### src/rtl/gsr_pkg.sv
// rtl/gsr_pkg.sv - shared state encoding for generic_shift_register
// Contents: gsr_state_e (GSR_IDLE, GSR_SHIFT)
package gsr_pkg;

  typedef enum logic {
    GSR_IDLE  = 1'b0,
    GSR_SHIFT = 1'b1
  } gsr_state_e;

endpackage

### src/rtl/gsr_bit_counter.sv
// rtl/gsr_bit_counter.sv - per-word bit counter with terminal-count flag
// Ports:
//   clk, rst_n : clock, asynchronous active-low reset
//   clr        : restart count at 0 (parallel load)
//   inc        : one accepted shift
//   last       : count equals WIDTH-1 (next accepted shift completes the word)
module gsr_bit_counter #(
  parameter int WIDTH = 8
) (
  input  logic clk,
  input  logic rst_n,
  input  logic clr,
  input  logic inc,
  output logic last
);

  localparam int CW = $clog2(WIDTH);
  localparam logic [CW-1:0] LAST_CNT = CW'(WIDTH - 1);

  logic [CW-1:0] bit_cnt;

  // The final shift wraps the count back to 0 so it never exceeds WIDTH-1.
  always_ff @(posedge clk or negedge rst_n) begin
    if (!rst_n) begin
      bit_cnt <= '0;
    end else if (clr) begin
      bit_cnt <= '0;
    end else if (inc) begin
      if (last) begin
        bit_cnt <= '0;
      end else begin
        bit_cnt <= bit_cnt + CW'(1);
      end
    end
  end

  assign last = (bit_cnt == LAST_CNT);

endmodule

### src/rtl/generic_shift_register.sv
// rtl/generic_shift_register.sv - loadable shift register with word-complete pulse
// Optional macro GSR_HOLD_REG_EN adds a holding register for completed words.
// Ports:
//   clk, rst_n            : clock, asynchronous active-low reset
//   load, load_data       : parallel load strobe and word (wins over shift_en)
//   shift_en, serial_in   : one-bit shift strobe and bit inserted at vacated end
//   serial_out            : current outgoing bit (MSB or LSB per MSB_FIRST)
//   data_out              : current register contents
//   busy                  : word partially shifted
//   word_done             : one-cycle pulse after the WIDTH-th accepted shift
//   hold_data, hold_valid : (GSR_HOLD_REG_EN) last captured completed word
//   hold_ack              : (GSR_HOLD_REG_EN) consumer releases hold_data
//   overrun               : (GSR_HOLD_REG_EN) sticky, word dropped while full
module generic_shift_register
  import gsr_pkg::*;
#(
  parameter int WIDTH     = 8,
  parameter int MSB_FIRST = 1
) (
  input  logic             clk,
  input  logic             rst_n,
  input  logic             load,
  input  logic [WIDTH-1:0] load_data,
  input  logic             shift_en,
  input  logic             serial_in,
  output logic             serial_out,
  output logic [WIDTH-1:0] data_out,
  output logic             busy,
  output logic             word_done
`ifdef GSR_HOLD_REG_EN
  ,
  output logic [WIDTH-1:0] hold_data,
  output logic             hold_valid,
  input  logic             hold_ack,
  output logic             overrun
`endif
);

  gsr_state_e       state_q, state_d;
  logic [WIDTH-1:0] sr_q, sr_d;
  logic             shift_acc;
  logic             last_bit;
  logic             word_fin;

  // Load takes priority, so a shift is only accepted without a concurrent load.
  assign shift_acc = shift_en && (state_q == GSR_SHIFT) && !load;
  assign word_fin  = shift_acc && last_bit;

  gsr_bit_counter #(.WIDTH(WIDTH)) u_bit_counter (
    .clk   (clk),
    .rst_n (rst_n),
    .clr   (load),
    .inc   (shift_acc),
    .last  (last_bit)
  );

  always_comb begin
    sr_d    = sr_q;
    state_d = state_q;
    if (load) begin
      sr_d    = load_data;
      state_d = GSR_SHIFT;
    end else if (shift_acc) begin
      sr_d = (MSB_FIRST != 0) ? {sr_q[WIDTH-2:0], serial_in}
                              : {serial_in, sr_q[WIDTH-1:1]};
      if (last_bit) begin
        state_d = GSR_IDLE;
      end
    end
  end

  always_ff @(posedge clk or negedge rst_n) begin
    if (!rst_n) begin
      state_q   <= GSR_IDLE;
      sr_q      <= '0;
      word_done <= 1'b0;
    end else begin
      state_q   <= state_d;
      sr_q      <= sr_d;
      word_done <= word_fin;
    end
  end

  assign data_out   = sr_q;
  assign busy       = (state_q == GSR_SHIFT);
  assign serial_out = (MSB_FIRST != 0) ? sr_q[WIDTH-1] : sr_q[0];

`ifdef GSR_HOLD_REG_EN
  // sr_d is the completed word on the finishing edge. An ack in the same
  // cycle frees the slot, so the new word is captured and hold_valid stays 1.
  always_ff @(posedge clk or negedge rst_n) begin
    if (!rst_n) begin
      hold_data  <= '0;
      hold_valid <= 1'b0;
      overrun    <= 1'b0;
    end else begin
      if (load) begin
        overrun <= 1'b0;
      end
      if (word_fin) begin
        if (!hold_valid || hold_ack) begin
          hold_data  <= sr_d;
          hold_valid <= 1'b1;
        end else begin
          overrun <= 1'b1;
        end
      end else if (hold_ack && hold_valid) begin
        hold_valid <= 1'b0;
      end
    end
  end
`endif

endmodule

### config.mk
export PLATFORM = sky130hd
export DESIGN_NAME = generic_shift_register
export DESIGN_NICKNAME = d
export VERILOG_FILES = /design/src/rtl/gsr_pkg.sv /design/src/rtl/gsr_bit_counter.sv /design/src/rtl/generic_shift_register.sv
export SDC_FILE = /design/constraint.sdc
export NUM_CORES = 1
export LEC_CHECK = 0
export BUFFER_PORTS_ARGS = -buffer_cell sky130_fd_sc_hd__buf_2
export CELL_PAD_IN_SITES_DETAIL_PLACEMENT = 0
export CELL_PAD_IN_SITES_GLOBAL_PLACEMENT = 1
export CORE_AREA = 3 3 53 55
export CTS_CLUSTER_SIZE = 8
export DETAILED_ROUTE_END_ITERATION = 16
export DIE_AREA = 0 0 56 58
export GPL_ROUTABILITY_DRIVEN = 1
export PLACE_DENSITY_LB_ADDON = 0.05
export SLEW_MARGIN = 10
export SYNTH_ARGS = -nofsm -noshare
export SYNTH_HDL_FRONTEND = slang
export SYNTH_HIERARCHICAL = 1
export SYNTH_SLANG_ARGS = --single-unit
### constraint.sdc
create_clock -name clk -period 1.25 [get_ports clk]
set_input_delay 0.25 -clock clk [delete_from_list [all_inputs] [get_ports clk]]
set_output_delay 0.25 -clock clk [all_outputs]
set_load 0.005 [all_outputs]
; Yosys cells after proc, flatten, opt, wreduce, memory -nomap -nowiden
; Cells that the tools add are included.
[classes]
n_addsub = 1
n_eq_ne = 1
mux = 8
reduce_logical = 7
[op_table]
columns = op, count
row1 = $mux W8, 2
row2 = $mux W3, 3
row3 = $reduce_bool A2 Y1, 2
row4 = $add A3 B1 Y3 const B, 1
row5 = $eq A3 B3 Y1 const B, 1
row6 = $logic_and A1 B1 Y1, 3
row7 = $mux W1, 3
row8 = $reduce_and A2 Y1, 1
row9 = $logic_not A1 Y1, 1
[word_totals]
output_inout_bits = 11
register_bits = 13

; Depth between registers and ports, before layout
; Gate-level depths: netlist of the first run.
[logic_depth]
word_depth = 4
mapped_depth = 5
ltp_nobuf = 4

; By module
; Netlist of the first run, hierarchy kept.
[by_module_without_submodules]
columns = module, instances, area_per_inst_um2, cells_each
row1 = generic_shift_register, 1, 555.5, 54
row2 = gsr_bit_counter, 1, 151.4, 12

; Least setup slack after synthesis of the first run
; Ideal clock, no wire load.
[synth_path]
path_kind = register -> register
startpoint = register state_q, in the netlist busy
endpoint = register u_bit_counter.bit_cnt[0]
arrival_ps = 1246
setup_slack_ps = -69
path_stages_with_launch = 5
n_path_buf = 1
period_less_slack_ps = 1319
cell_sequence = dfrtp_1 -> buf_2 -> and3b_1 -> or3b_1 -> a21oi_2
[synth_between]
elab_chain_cells = 3
[synth_lines]
columns = item, line_no
row1 = from (decl), generic_shift_register.sv:39  ; gsr_state_e state_q, state_d;
row2 = from (signal assigned), generic_shift_register.sv:78  ; state_q <= state_d;
row3 = $logic_and A1 B1 Y1 (2 in a row), generic_shift_register.sv:46  ; assign shift_acc = shift_en && (state_q == GSR_SHIFT) && !load;
row4 = via shift_acc, generic_shift_register.sv:41  ; logic shift_acc;
row5 = $reduce_bool A2 Y1 (no line), --
row6 = to (signal assigned), gsr_bit_counter.sv:32  ; bit_cnt <= bit_cnt + CW'(1);
row7 = to (decl), gsr_bit_counter.sv:20  ; logic [CW-1:0] bit_cnt;
; The timed path passes the listed nets, and every way through them passes these cells.
; A chain may end at the register's enable or synchronous reset.

; Final worst setup path of the first run
[layout_path]
startpoint = register u_bit_counter.bit_cnt[0]
endpoint = register u_bit_counter.bit_cnt[0]
[layout_between]
elab_chain_cells = 4
elab_cells_between_ends = 5
[layout_lines]
columns = item, line_no
row1 = $eq A3 B3 Y1, gsr_bit_counter.sv:37  ; assign last = (bit_cnt == LAST_CNT);
row2 = via last_bit, generic_shift_register.sv:42  ; logic last_bit;
row3 = $mux W3, gsr_bit_counter.sv:29  ; if (last) begin
row4 = $mux W3, gsr_bit_counter.sv:28  ; end else if (inc) begin
row5 = $mux W3, gsr_bit_counter.sv:26  ; end else if (clr) begin
; The timed path passes the listed nets, and every way through them passes these cells. The select of a mux whose other input is x is not followed.

==> results.sh, run 1 <==
export IMPL_fin_tns_setup_ns=-0.0371
export IMPL_slew_headroom_pct=74.4
export IMPL_hp_class="in2reg"
export IMPL_path_cells="ha_2 -> ha_4 -> or3b_1 -> a21oi_2"
export IMPL_coreArea_sq_um=2430
export IMPL_dr_pass1_iters=4
export IMPL_p_per_area_nw_per_um2=964
export IMPL_grt_max_degree=30
export IMPL_via_count=610
export IMPL_fill_cells=258
export IMPL_clock_path_buffers=2
export IMPL_cts_num_sinks=13
export IMPL_grt_pass1_wl_um=2790
export IMPL_cpPeakStageDelay_ns=0.40
export IMPL_synth_seq_cells=13
export IMPL_worstSetupStartpoint="u_bit_counter/bit_cnt[0]"
export IMPL_syn_nets=81
export IMPL_totalWireLength_um=1640
export IMPL_cts_root_buf="clkbuf_4"
export IMPL_numPortBuffers=23
export IMPL_endpoint="u_bit_counter/bit_cnt[0]"
export IMPL_violations="setup timing"
export IMPL_crit_path_start_kind="flip-flop"
export IMPL_worstPathArrival_ns=1.49
export IMPL_drc=0
export IMPL_syn_cell_area_sq_um=707
export IMPL_synth_avg_cell_area_sq_um=10.7
export IMPL_total_leakage_power_nw=0.418
export IMPL_crit_type="reg2reg"
export IMPL_cts_tree="built"
export IMPL_grt_pass1_vias=592
export IMPL_drtIter0Drc=11
export IMPL_die_w_um=56
export IMPL_gp_congestion=0.635
export IMPL_layout_common_cells="buf_2, dfrtp_1, nand2_1"
export IMPL_status="complete, but fails checks"
export IMPL_antenna_found_initial=0
export IMPL_worstPathMaxFanout=2
export IMPL_routedWlPerCell_um=13.1
export IMPL_critPathCaptureType="flip-flop"
export IMPL_antenna_cells=0
export IMPL_hold_viol_final=0
export IMPL_netlist_cell_type_count=19
export IMPL_dieArea_sq_um=3250
export IMPL_rsz0062_at_grt="yes"
export IMPL_clock_fmax_mhz=777
export IMPL_clk_pin_slew_worst_paths_ns=0.08
export IMPL_initial_core_util_pct=29.1
export IMPL_synthCells=66
export IMPL_r2r_slack_ns=-0.04
export IMPL_dp_hpwl_um=1160
export IMPL_ys_warn_count=6
export IMPL_rr_worst_depth=4
export IMPL_drive_gt1_share_pct=42.1
export IMPL_max_vdd_ir_drop_uv=428
export IMPL_final_common_cell="buf_2"
export IMPL_min_period_over_period_pct=103
export IMPL_drt_vias_per_instance=4.88
export IMPL_power_mw=0.889
export IMPL_drt_antenna_violating_nets=0
export IMPL_skew_ns=0.00333
export IMPL_h_tree_depth=1
export IMPL_timing_final_ws_setup_ns=-0.0371
export IMPL_die_y_um=58
export IMPL_utilization_pct=37.9
export IMPL_slew_violations=0
export IMPL_finalCriticalPeriod_ns=1.29
export IMPL_whs_ns=0.203
export IMPL_cts_buffers=3
export IMPL_r2r_end="u_bit_counter/bit_cnt[0]"
export IMPL_timing_rr_start="u_bit_counter/bit_cnt[0]"
export IMPL_drv_cap=0
export IMPL_slowest_stage="dfrtp_1"
export IMPL_tightest_slew_ns=0.384
export IMPL_yosysSeqAreaShare_pct=46.0
export IMPL_cp_required_ns=1.45
export IMPL_layout_nets=111
export IMPL_clock_latency_ns=0.27
export IMPL_setup_violations_final=1
export IMPL_rows=18
export IMPL_areaGrowthSynthToFinish_pct=30.4
export IMPL_ioPinCount=24
export IMPL_grt_total_usage_pct=10.9
export IMPL_overflow=0
[registers in the layout (all words and copies together) (netlist names)]
signal,flops
u_bit_counter/bit_cnt,3
word_done,1
busy,1
data_out,8
[routing by layer]
| layer | track usage [%] | routed length (um) |
|---|---|---|
| met1 | 14.9 | 781 |
| met3 | 2.90 | 125 |
| met4 | 5.08 | 12 |
| met5 | 0 | 0 |
| met2 | 16.0 | 717 |
[how the worst min path moves through the flow]
stage	startpoint	end	depth (start not counted)
floorplan	rst_n	busy	0
global placement	rst_n	data_out[7]	1
detailed placement	rst_n	data_out[7]	1
CTS	load_data[7]	data_out[7]	3
global route	load_data[7]	data_out[7]	3
finish	load_data[7]	data_out[7]	3
[synth_stat cells]
| cell type | n | area, sq um |
|---|---|---|
| a21oi_2 | 1 | 8.76 |
| nor3b_2 | 1 | 12.5 |
| buf_6 | 2 | 22.5 |
| and3b_1 | 1 | 8.76 |
| ha_1 | 2 | 25.0 |
| buf_2 | 4 | 20.0 |
| nand4b_1 | 8 | 70.1 |
| nand2b_1 | 8 | 50.1 |
| o211ai_1 | 7 | 52.6 |
| buf_4 | 1 | 7.51 |
| dfrtp_1 | 13 | 325 |
| inv_1 | 1 | 3.75 |
| nor2_1 | 2 | 7.51 |
| and2_1 | 1 | 6.26 |
| mux2i_1 | 2 | 20.0 |
| a21o_1 | 1 | 7.51 |
| o311ai_2 | 1 | 16.3 |
| or3b_1 | 1 | 8.76 |
| nand2_1 | 9 | 33.8 |
[critical path: cells and delay by family (launching register included)]
family | cells | cell delay (ns)
AOI/OAI and AO/OA | 1 | 0.11
DFF | 1 | 0.40
adders and majority gates | 2 | 0.35
and+or+nand+nor | 1 | 0.36
[area by class of cell]
cell class                      instances  area (sq um)  share of cell area [%]
Multi-Input combinational cell         45           344                    37.3
Sequential cell                        13           325                    35.3
Timing Repair Buffer                   32           185                    20.1
Tap cell                               30          37.5                    4.07
Clock buffer                            4          26.3                    2.85
Inverter                                1          3.75                   0.407
[report_power, final]
group / leakage, nW / switching, mW / internal (mW)
logic: 0.241 / 0.0764 / 0.0850
clock network: 0.0150 / 0.131 / 0.123
registers: 0.162 / 0.0226 / 0.451
[timing repair]
item | in CTS | in global routing
hold endpoints to repair | 13 | 0
setup buffers | 0 | 1
gates resized for setup | 1 | 1
hold buffers | 1 | 0
endpoints found under the setup margin | 1 | 2
[cells by family after synthesis]
| kind of cell | after synthesis | synth area share (%) |
|---|---|---|
| AO/OA/AOI/OAI | 10 | 12.0 |
| adder cells (fa/ha/maj) | 2 | 3.54 |
| buffers and inverters | 8 | 7.61 |
| flip-flops | 13 | 46.0 |
| multiplexers | 2 | 2.83 |
| AND/OR/NAND/NOR | 31 | 28.0 |
[per-stage QoR]
stage | std cells | setup slack [ns] | area, sq um
after floorplan | 66 | -0.0190 | 717
after global placement | 119 | -0.0189 | 866
after detailed placement | 119 | -0.0462 | 866
after CTS | 124 | -0.0492 | 905
after global routing | 125 | -0.0890 | 922
final | 125 | -0.0371 | 922
(Power assumes the default switching activity.)
==> run 2, diff against run 1 <==
Settings changed: BUFFER_PORTS_ARGS -buffer_cell sky130_fd_sc_hd__buf_2 to not set, DONT_BUFFER_PORTS set to 1.
==> run 2 against run 1 <==
- the flow still finishes with violations (setup timing)
- clock skew increased by 0.0017 ns
- via count decreased by 20%
- die area unchanged
- register-to-register slack got worse by 0.02 ns
- final cell count decreased by 22%
- power decreased by 7.3%
- worst hold slack got worse by 0.17 ns
- global-route usage decreased by 1.3 points
- design area decreased by 16%
- setup slack got worse by 0.017 ns
- critical path type unchanged
- largest cell class unchanged
==> results.sh, run 2 (synthesis results as in run 1) <==
export IMPL_crit_path_start_kind="flip-flop"
export IMPL_cts_buffers=3
export IMPL_setup_violations_final=1
export IMPL_grt_total_usage_pct=9.57
export IMPL_max_vdd_ir_drop_uv=377
export IMPL_hp_class="in2reg"
export IMPL_fin_tns_setup_ns=-0.0542
export IMPL_dp_hpwl_um=997
export IMPL_skew_ns=0.00501
export IMPL_rsz0062_at_grt="yes"
export IMPL_drc=0
export IMPL_slew_violations=0
export IMPL_die_w_um=56
export IMPL_drt_antenna_violating_nets=0
export IMPL_routedWlPerCell_um=15.2
export IMPL_worstPathArrival_ns=1.50
export IMPL_grt_pass1_wl_um=2430
export IMPL_slew_headroom_pct=58.9
export IMPL_numPortBuffers=0
export IMPL_min_period_over_period_pct=104
export IMPL_whs_ns=0.0356
export IMPL_final_common_cell="dfrtp_1"
export IMPL_clock_latency_ns=0.27
export IMPL_initial_core_util_pct=29.1
export IMPL_largest_reg_flops=8
export IMPL_coreArea_sq_um=2430
export IMPL_hold_viol_final=0
export IMPL_dieArea_sq_um=3250
export IMPL_crit_type="reg2reg"
export IMPL_layout_nets=83
export IMPL_drv_cap=0
export IMPL_layout_common_cells="dfrtp_1, nand2_1, nand4b_1, nand2b_1, o211ai_1"
export IMPL_clock_path_buffers=2
export IMPL_grt_max_degree=31
export IMPL_critPathCaptureType="flip-flop"
export IMPL_worstPathMaxFanout=2
export IMPL_antenna_cells=0
export IMPL_cts_num_sinks=13
export IMPL_fin_cells=97
export IMPL_status="complete, but fails checks"
export IMPL_slowest_stage="dfrtp_1"
export IMPL_via_count=488
export IMPL_placed_cells=91
export IMPL_antenna_found_initial=0
export IMPL_cp_buffers_inverters=0
export IMPL_grt_pass1_vias=507
export IMPL_cts_tree="built"
export IMPL_gp_congestion=0.615
export IMPL_die_y_um=58
export IMPL_power_mw=0.824
export IMPL_drt_vias_per_instance=5.03
export IMPL_drtIter0Drc=32
export IMPL_clock_fmax_mhz=767
export IMPL_clk_pin_slew_worst_paths_ns=0.08
export IMPL_overflow=0
export IMPL_path_cells="ha_2 -> ha_4 -> or3b_4 -> a21oi_2"
export IMPL_drive_gt1_share_pct=19.4
export IMPL_totalWireLength_um=1480
export IMPL_cpPeakStageDelay_ns=0.39
export IMPL_timing_final_ws_setup_ns=-0.0542
export IMPL_areaGrowthSynthToFinish_pct=9.20
export IMPL_ioPinCount=24
export IMPL_violations="setup timing"
export IMPL_dr_pass1_iters=4
export IMPL_finalCriticalPeriod_ns=1.30
export IMPL_path_delay_family="flip-flops"
export IMPL_rows=18
export IMPL_total_leakage_power_nw=0.302
export IMPL_tightest_slew_ns=0.614
export IMPL_cts_root_buf="clkbuf_4"
export IMPL_cp_required_ns=1.45
export IMPL_h_tree_depth=1
export IMPL_p_per_area_nw_per_um2=1070
## run 2: cell types whose count changed in the layout (fill, tap and decap cells not counted), sizes merged
cell and change:
buf -28
## run 2: stage by stage
step	util [%]	setup WS (ns)	area, sq um
after floorplan	-	-0.0190	717
after global placement	29.3	-0.0321	713
after detailed placement	29.3	-0.0682	713
after CTS	31.6	-0.0485	769
after global routing	31.7	-0.106	772
final	31.7	-0.0542	772
## run 2: routing by layer
layer	track usage [%]	vias up	routed length, um
li1	-	237	-
met1	13.2	232	696
met2	14.0	17	658
met3	3.34	2	105
met4	3.05	0	14
met5	0	-	0
## run 2: final cells by class
cell class	instances	area, sq um
sequential	13	325
inverter	1	3.75
tap	30	37.5
fill	271	1660
timing repair buffer	4	32.5
clock buffer	4	26.3
multi-input combinational	45	347
## run 2: power breakdown
group / total, mW / leakage, nW / internal (mW) / switching, mW
Sequential: 0.481 / 0.162 / 0.451 / 0.0304
Clock: 0.259 / 0.0150 / 0.123 / 0.135
Combinational: 0.0845 / 0.125 / 0.0469 / 0.0376
Total: 0.824 / 0.302 / 0.621 / 0.203
## run 2: path summary, 6_finish.rpt
path,from,end,slack [ns],depth (start not counted)
setup / recovery,u_bit_counter/bit_cnt[0],u_bit_counter/bit_cnt[0],-0.05,4
hold / removal,load,u_bit_counter/bit_cnt[0],0.04,1
setup reg to reg,u_bit_counter/bit_cnt[0],u_bit_counter/bit_cnt[0],-0.05,4
hold reg to reg,u_bit_counter/bit_cnt[1],u_bit_counter/bit_cnt[1],0.53,2
max in group asynchronous,rst_n,u_bit_counter/bit_cnt[2],0.42,1
min in group asynchronous,rst_n,data_out[1],0.43,1
## run 2: timing repair
item,CTS,global route
setup buffers,1,0
hold buffers,1,0
resized for setup,2,1
cloned,0,0
hold endpoints to repair,13,0
setup endpoints to repair,1,1
==> run 3, diff against run 2 <==
--- a/config.mk
+++ b/config.mk
@@ -15,2 +15,3 @@
 export GPL_ROUTABILITY_DRIVEN = 1
+export MAX_ROUTING_LAYER = met4
 export PLACE_DENSITY_LB_ADDON = 0.05
--- a/constraint.sdc
+++ b/constraint.sdc
@@ -3,2 +3,2 @@
 set_output_delay 0.25 -clock clk [all_outputs]
-set_load 0.005 [all_outputs]
+set_load 0.02 [all_outputs]
==> run 3 against run 2 <==
- setup slack better by 0.0072 ns
- non-clock buffer count is the same
- global-route usage increased by 1.0 points
- largest power group unchanged
- combinational power grew 16%
- sequential share of layout area up 0.23 points
- core utilization fell by 0.051 points
- clock skew increased by 0.0028 ns
- design area fell by 0.16%
- first-iteration DRC count unchanged
- power rose by 5.1%
- the run still ends with setup timing left
- clock power barely moved
- critical path type unchanged
==> results.sh, run 3 (synthesis results as in run 1) <==
export IMPL_post_cts_buffers=0
export IMPL_slew_violations=0
export IMPL_totalWireLength_um=1550
export IMPL_dp_hpwl_um=1070
export IMPL_design_area_sq_um=771
export IMPL_die_w_um=56
export IMPL_layout_nets=83
export IMPL_placed_cells=92
export IMPL_holdBufCountCts=1
export IMPL_grt_pass1_vias=561
export IMPL_violations="setup timing"
export IMPL_clock_path_buffers=2
export IMPL_status="complete, but fails checks"
export IMPL_max_vdd_ir_drop_uv=475
export IMPL_dieArea_sq_um=3250
export IMPL_ioPinCount=24
export IMPL_cts_tree="built"
export IMPL_via_count=504
export IMPL_hold_viol_final=0
export IMPL_tightest_slew_ns=0.621
export IMPL_layout_common_cells="dfrtp_1, nand2_1, nand4b_1, nand2b_1, o211ai_1"
export IMPL_fill_cells=274
export IMPL_clock_fmax_mhz=771
export IMPL_setup_violations_final=1
export IMPL_timing_final_ws_setup_ns=-0.0469
export IMPL_drtIter0Drc=32
export IMPL_dp_slack_ns=-0.0797
export IMPL_crit_type="reg2reg"
export IMPL_hold_start="load"
export IMPL_placed_area_sq_um=719
export IMPL_die_y_um=58
export IMPL_antenna_found_initial=0
export IMPL_initial_core_util_pct=29.1
export IMPL_rsz0062_at_grt="yes"
export IMPL_utilization_pct=31.7
export IMPL_worstSetupStartpoint="u_bit_counter/bit_cnt[0]"
export IMPL_drive_gt1_share_pct=19.4
export IMPL_clk_pin_slew_worst_paths_ns=0.08
export IMPL_hp_class="in2reg"
export IMPL_crit_path_start_kind="flip-flop"
export IMPL_routedWlPerCell_um=16.0
export IMPL_slew_headroom_pct=58.4
export IMPL_timing_rr_start="u_bit_counter/bit_cnt[0]"
export IMPL_largest_reg_flops=8
export IMPL_p_per_area_nw_per_um2=1120
export IMPL_critPathCaptureType="flip-flop"
export IMPL_drt_vias_per_instance=5.20
export IMPL_coreArea_sq_um=2430
export IMPL_finalCriticalPeriod_ns=1.30
export IMPL_clock_latency_ns=0.28
export IMPL_drv_cap=0
export IMPL_cts_root_buf="clkbuf_4"
export IMPL_drt_antenna_violating_nets=0
export IMPL_skew_ns=0.00783
export IMPL_grt_max_degree=31
export IMPL_areaGrowthSynthToFinish_pct=9.03
export IMPL_overflow=0
export IMPL_worstPathMaxFanout=2
export IMPL_grt_pass1_wl_um=2600
export IMPL_cts_num_sinks=13
export IMPL_gp_congestion=0.630
export IMPL_fin_cells=97
export IMPL_antenna_cells=0
export IMPL_cts_buffers=3
export IMPL_rows=18
export IMPL_grt_total_usage_pct=10.6
export IMPL_cp_required_ns=1.46
export IMPL_total_leakage_power_nw=0.301
export IMPL_final_common_cell="dfrtp_1"
export IMPL_h_tree_depth=1
export IMPL_min_period_over_period_pct=104
export IMPL_dr_pass1_iters=3
export IMPL_power_mw=0.866
export IMPL_drc=0
export IMPL_worstPathArrival_ns=1.51
export IMPL_numPortBuffers=0
-- run 3: changes by cell type in the layout (fill, tap and decap cells not counted) --
cell / before / now
dfrtp_1: 13 / 12
or3b_4: 1 / 0
dfrtp_2: 0 / 1
or3b_1: 0 / 1
-- run 3: what timing repair did --
item                       in CTS  in global routing
pin swaps                       3                  0
setup endpoints to repair       1                  1
hold endpoints to repair       14                  1
gates resized for setup         3                  0
-- run 3: per-stage QoR --
stage | setup TNS (ns) | hold WS [ns]
detailed placement | -0.0797 | -0.0452
global route | -0.0726 | -0.0121
global placement | -0.0575 | -0.0453
floorplan | -0.0613 | -0.0456
CTS | -0.0473 | -0.000551
finish | -0.0469 | 0.0157
-- run 3: path summary, 6_finish.rpt --
kind | to | slack [ns] | cells after the start
min in group asynchronous | data_out[7] | 0.42 | 1
min | u_bit_counter/bit_cnt[0] | 0.02 | 1
max in group asynchronous | busy | 0.38 | 1
max | u_bit_counter/bit_cnt[0] | -0.05 | 4
min reg2reg | u_bit_counter/bit_cnt[1] | 0.54 | 2
max reg2reg | u_bit_counter/bit_cnt[0] | -0.05 | 4
-- run 3: metal layers --
metal / part of all wire (%) / global-route usage [%]
met1: 43 / 11.9
met2: 48 / 16.9
met3: 8.5 / 5.57
met4: 0.77 / 2.37
met5: 0 / -
-- run 3: critical path, stage by stage (launching register included) --
cell and delay [ns]:
dfrtp_1 0.40, ha_2 0.19, ha_4 0.15, or3b_1 0.36, a21oi_2 0.13
-- run 3: cell type report --
type                       count  area, sq um  share of cell area [%]
multi-input combinational     45          344                    44.6
clock buffer                   4         26.3                    3.41
timing repair buffer           4         32.5                    4.22
inverter                       1         3.75                   0.487
tap                           30         37.5                    4.87
sequential                    13          327                    42.4
-- run 3: where the power goes --
group	total [mW]	internal (mW)	switching, mW	leakage [nW]
clock	0.260	0.124	0.136	0.0150
combinational	0.0983	0.0494	0.0489	0.125
sequential	0.508	0.450	0.0580	0.161
